`config.mk`:
```
export PLATFORM = sky130hd
export DESIGN_NAME = i2s_receiver
export DESIGN_NICKNAME = d
export VERILOG_FILES = /design/src/rtl/i2s_receiver.sv
export SDC_FILE = /design/constraint.sdc
export NUM_CORES = 1
export LEC_CHECK = 0
export ABC_AREA = 1
export BUFFER_PORTS_ARGS = -buffer_cell sky130_fd_sc_hd__buf_2
export CORE_MARGIN = 8
export CORE_UTILIZATION = 53
export DETAILED_ROUTE_END_ITERATION = 10
export PLACE_DENSITY = 0.75
export SYNTH_ARGS = -nofsm -noshare
export SYNTH_HDL_FRONTEND = slang
export SYNTH_SLANG_ARGS = --single-unit
```
`constraint.sdc`:
```
create_clock -name clk -period 1.36 [get_ports clk]
set_input_delay 0.272 -clock clk [delete_from_list [all_inputs] [get_ports clk]]
set_output_delay 0.272 -clock clk [all_outputs]
set_load 0.05 [all_outputs]
```
`src/rtl/i2s_receiver.sv`:
```
// I2S slave receiver: synchronises bclk/ws/sd into clk, deserialises MSB-first words and
// delivers each left/right pair from one frame with a single-cycle sample_valid strobe.
module i2s_receiver #(
    parameter int SAMPLE_WIDTH = 16,
    parameter int SLOT_BITS    = 16
) (
    input  logic                    clk,
    input  logic                    rst,
    input  logic                    i2s_bclk,
    input  logic                    i2s_ws,
    input  logic                    i2s_sd,
    output logic [SAMPLE_WIDTH-1:0] left_sample,
    output logic [SAMPLE_WIDTH-1:0] right_sample,
    output logic                    sample_valid,
    output logic                    frame_error,
    output logic                    locked
);

    localparam int CNT_W = 6;
    localparam logic [CNT_W-1:0] CNT_MAX = '1;

    logic bclk_s1, bclk_s2, bclk_s3;
    logic ws_s1, ws_s2;
    logic sd_s1, sd_s2;

    logic [SAMPLE_WIDTH-1:0] shift_reg;
    logic [SAMPLE_WIDTH-1:0] word_next;
    logic [CNT_W-1:0]        bit_cnt;
    logic [CNT_W:0]          word_bits;
    logic                    ws_prev;
    logic                    ws_seen;
    logic                    rise;
    logic                    ws_chg;

    logic                    done;
    logic [SAMPLE_WIDTH-1:0] done_word;
    logic [CNT_W:0]          done_cnt;
    logic                    done_ch;
    logic                    done_locked;

    logic [SAMPLE_WIDTH-1:0] hold_left;
    logic                    left_held;

    assign rise      = bclk_s2 & ~bclk_s3;
    // ws_prev only holds a real line level after the first rise, so a stream that starts
    // mid right word does not fake a transition against the reset value.
    assign ws_chg    = ws_seen & (ws_s2 != ws_prev);
    assign word_bits = {1'b0, bit_cnt} + {{CNT_W{1'b0}}, 1'b1};

    always_comb begin
        word_next = shift_reg;
        for (int i = 0; i < SAMPLE_WIDTH; i++) begin
            if (bit_cnt == CNT_W'(SAMPLE_WIDTH - 1 - i)) begin
                word_next[i] = sd_s2;
            end
        end
    end

    always_ff @(posedge clk or negedge rst) begin
        if (!rst) begin
            bclk_s1 <= 1'b0;
            bclk_s2 <= 1'b0;
            bclk_s3 <= 1'b0;
            ws_s1   <= 1'b0;
            ws_s2   <= 1'b0;
            sd_s1   <= 1'b0;
            sd_s2   <= 1'b0;
        end else begin
            bclk_s1 <= i2s_bclk;
            bclk_s2 <= bclk_s1;
            bclk_s3 <= bclk_s2;
            ws_s1   <= i2s_ws;
            ws_s2   <= ws_s1;
            sd_s1   <= i2s_sd;
            sd_s2   <= sd_s1;
        end
    end

    // Front end: shift bits in on each bclk rise and close the word on a WS change.
    always_ff @(posedge clk or negedge rst) begin
        if (!rst) begin
            shift_reg   <= '0;
            bit_cnt     <= '0;
            ws_prev     <= 1'b0;
            ws_seen     <= 1'b0;
            locked      <= 1'b0;
            done        <= 1'b0;
            done_word   <= '0;
            done_cnt    <= '0;
            done_ch     <= 1'b0;
            done_locked <= 1'b0;
        end else begin
            done <= 1'b0;
            if (rise) begin
                ws_prev <= ws_s2;
                ws_seen <= 1'b1;
                if (ws_chg) begin
                    done        <= 1'b1;
                    done_word   <= word_next;
                    done_cnt    <= word_bits;
                    done_ch     <= ws_prev;
                    done_locked <= locked;
                    shift_reg   <= '0;
                    bit_cnt     <= '0;
                    locked      <= 1'b1;
                end else begin
                    shift_reg <= word_next;
                    if (bit_cnt != CNT_MAX) begin
                        bit_cnt <= bit_cnt + 1'b1;
                    end
                end
            end
        end
    end

    // Back end: pair a held left word with the following right word.
    always_ff @(posedge clk or negedge rst) begin
        if (!rst) begin
            hold_left    <= '0;
            left_held    <= 1'b0;
            left_sample  <= '0;
            right_sample <= '0;
            sample_valid <= 1'b0;
            frame_error  <= 1'b0;
        end else begin
            sample_valid <= 1'b0;
            frame_error  <= 1'b0;
            if (done && done_locked) begin
                if (done_cnt != (CNT_W + 1)'(SLOT_BITS)) begin
                    frame_error <= 1'b1;
                end
                if (!done_ch) begin
                    hold_left <= done_word;
                    left_held <= 1'b1;
                end else if (left_held) begin
                    left_sample  <= hold_left;
                    right_sample <= done_word;
                    sample_valid <= 1'b1;
                    left_held    <= 1'b0;
                end
            end
        end
    end

endmodule

```
==> flow_summary.json <==
{
  "syn-num-nets": 548,
  "die_y_um": 110,
  "yosysTopAreaCell": "dfrtp_1",
  "drive_gt1_frac": 0.172,
  "h-tree-depth": 3,
  "end_kind": "flop",
  "leakage_uw": 0.00289,
  "ys_types": 21,
  "fp.dieW_um": 110,
  "p_per_area_nw_per_um2": 1280,
  "syn-instance-count": 538,
  "synth_edf_count": 0,
  "row_count": 34,
  "rsz0062_at_grt": "yes",
  "critical_path.max_stage_delay_ns": 0.41,
  "antenna_found_initial": 0,
  "synth_top_area_share": 0.585,
  "nets": 604,
  "synthToLayoutAreaGrowth_pct": 18.2,
  "cts_tree": "built",
  "synthArstFlopShare": 1.00,
  "post_drt_via_cell_ratio": 5.24,
  "cts_inserted_buffers": 9,
  "crit_type": "reg2reg",
  "cp.arrival_ns": 1.56,
  "drtIter0Drc": 183,
  "setup_viol": 0,
  "finalHoldViolations": 0,
  "grt_max_degree": 62,
  "die-area_um2": 12100,
  "reg2reg_depth": 6,
  "crit_end": "bit_cnt[3]",
  "hp-start": "sd_s1",
  "cts_num_sinks": 109,
  "yosysWarnings": 0,
  "crit_top_cell": "nand2_1",
  "min_path_type": "reg2reg",
  "synth.avg_cell_area_um2": 8.67,
  "drv_cap": 0,
  "critical_path.top_delay_family": "flip-flops",
  "pin_count": 40,
  "gp_congestion": 0.858,
  "dp_hpwl_mm": 6.53,
  "grt-ovfl-total": 0,
  "ant_nets": 0,
  "path_clk_slew_ns": 0.10,
  "cts_buffer_depth": 2,
  "clk_latency_ns": 0.37,
  "fin_skew_ns": 0.0128,
  "io_buffers": 39,
  "synthTopCellsByArea": "dfrtp_1, nand2_1, nand3_1, inv_1, o21ai_0",
  "r2r-end": "bit_cnt[3]",
  "min_period_ns": 1.30,
  "cp.buffers_inverters": 0,
  "r2r_start": "bit_cnt[0]",
  "status": "completed",
  "max_freq_mhz": 772,
  "startpoint_type": "flop",
  "final_cell_count_no_fill": 707,
  "total_power_uw": 7080,
  "syn_area_um2": 4660,
  "rrSetupSlack_ns": 0.06,
  "wl_mm": 9.86,
  "antenna_cells": 0,
  "grt_use_total": 0.174,
  "critPathMaxFanout": 7,
  "fin_crit_sh": 0.952,
  "cts-root-buf": "clkbuf_8",
  "grt_pass1_vias": 3545,
  "crit_start": "bit_cnt[0]",
  "dr.pass1.iters": 5,
  "dp.cells": 681,
  "wl_per_cell_um": 13.9,
  "seq_area_frac_synth": 0.585,
  "core_um2": 8640,
  "grt_pass1_wl_mm": 16.5,
  "drc": 0,
  "crit_required_ns": 1.63,
  "drv_slew": 0,
  "ys.flop_type": "dfrtp_1",
  "tightest_slew_ns": 0.462,
  "path_cells": "ha_1 -> nand3_2 -> o21bai_4 -> nor2_1 -> nand2_1 -> nand2_1",
  "path_depth": 6,
  "cp_slowest_cell": "dfrtp_1",
  "peakVddDrop_v": 0.000582,
  "start_util": 0.540,
  "num_vias": 3708,
  "slew_headroom": 0.692,
  "ys_ff_latch": 109
}
[worst register-to-register path: cells and delay by family, from the launching register on]
family | cells | cell delay, ns
compound gates | 1 | 0.24
simple gates | 4 | 0.37
fa+ha+maj | 1 | 0.20
flops | 1 | 0.41
[cell usage in the layout, fill, tap and decap left out, drive strengths merged, types with 2 or more instances in the layout]
cell	instances
inv	67
clkbuf	10
o21bai	2
xor2	3
nand4	17
dlygate4sd3	4
nand2	170
o21ai	40
nor3	2
dfrtp	109
nor2	21
ha	5
a21oi	7
buf	68
clkinv	2
nand3	68
[worst min path at each step]
stage	slack (ns)	endpoint	cells past startpoint
detailed placement	0.26	hold_left[12]	1
CTS	0.36	sd_s2	0
floorplan	-0.02	bclk_s1	0
global route	0.37	sd_s2	0
finish	0.36	sd_s2	0
global placement	0.26	hold_left[12]	1
[metal layers]
| metal | routed length [um] | up-vias | track usage |
|---|---|---|---|
| met4 | 107 | 0 | 0.0588 |
| met2 | 4910 | 98 | 0.282 |
| met3 | 554 | 9 | 0.0369 |
| li1 | - | 1817 | - |
| met5 | 0 | - | 0 |
| met1 | 4290 | 1784 | 0.226 |
[cells in the mapped netlist, drive strengths merged, types with 2 or more instances]
cell,count
dfrtp,109
a21oi,7
ha,5
nor2,21
o21ai,40
nand3,68
nor3,2
clkbuf,7
o21bai,2
xor2,3
nand2,170
nand4,17
inv,64
buf,21
[per-stage QoR]
| step | hold WS (ns) | setup WS [ns] | utilization | TNS (ns) | instance area [um^2] |
|---|---|---|---|---|---|
| 4_1_cts | 0.361 | 0.0164 | 0.628 | 0 | 5430 |
| 3_3_place_gp | 0.257 | 0.0522 | 0.599 | 0 | 5170 |
| 3_5_place_dp | 0.257 | 0.0132 | 0.599 | 0 | 5170 |
| 2_1_floorplan | -0.0236 | 0.0284 | - | 0 | 4680 |
| 5_1_grt | 0.370 | -0.0423 | 0.639 | -0.374 | 5510 |
| 6_report | 0.360 | 0.0649 | 0.639 | 0 | 5510 |
[where the power goes]
group          switching (uW)  internal, uW  total [uW]
Sequential                168          3520        3690
Clock                    1170           897        2070
Combinational             915           403        1320
[cell families after synthesis]
family,share of synthesized area
AND/OR/NAND/NOR,0.257
flip-flops,0.585
buffers and inverters,0.0834
AO/OA/AOI/OAI,0.0558
adder cells (fa/ha/maj),0.0134
XOR/XNOR,0.00564
[cell type report]
cell class	count	area, um^2
fill	739	3120
sequential	109	2730
multi-input combinational	337	1590
timing repair buffer	73	604
inverter	64	240
tap	108	135
clock buffer	9	124
clock inverter	7	91.3
[timing repair]
action	CTS	global route
gates cloned	0	2
hold buffers	4	0
pin swaps	0	2
endpoints found under the hold margin	28	0
endpoints found under the setup margin	2	35
setup buffers	0	4
resized for setup	1	12
No activity file was read; power rests on OpenSTA's default activity.
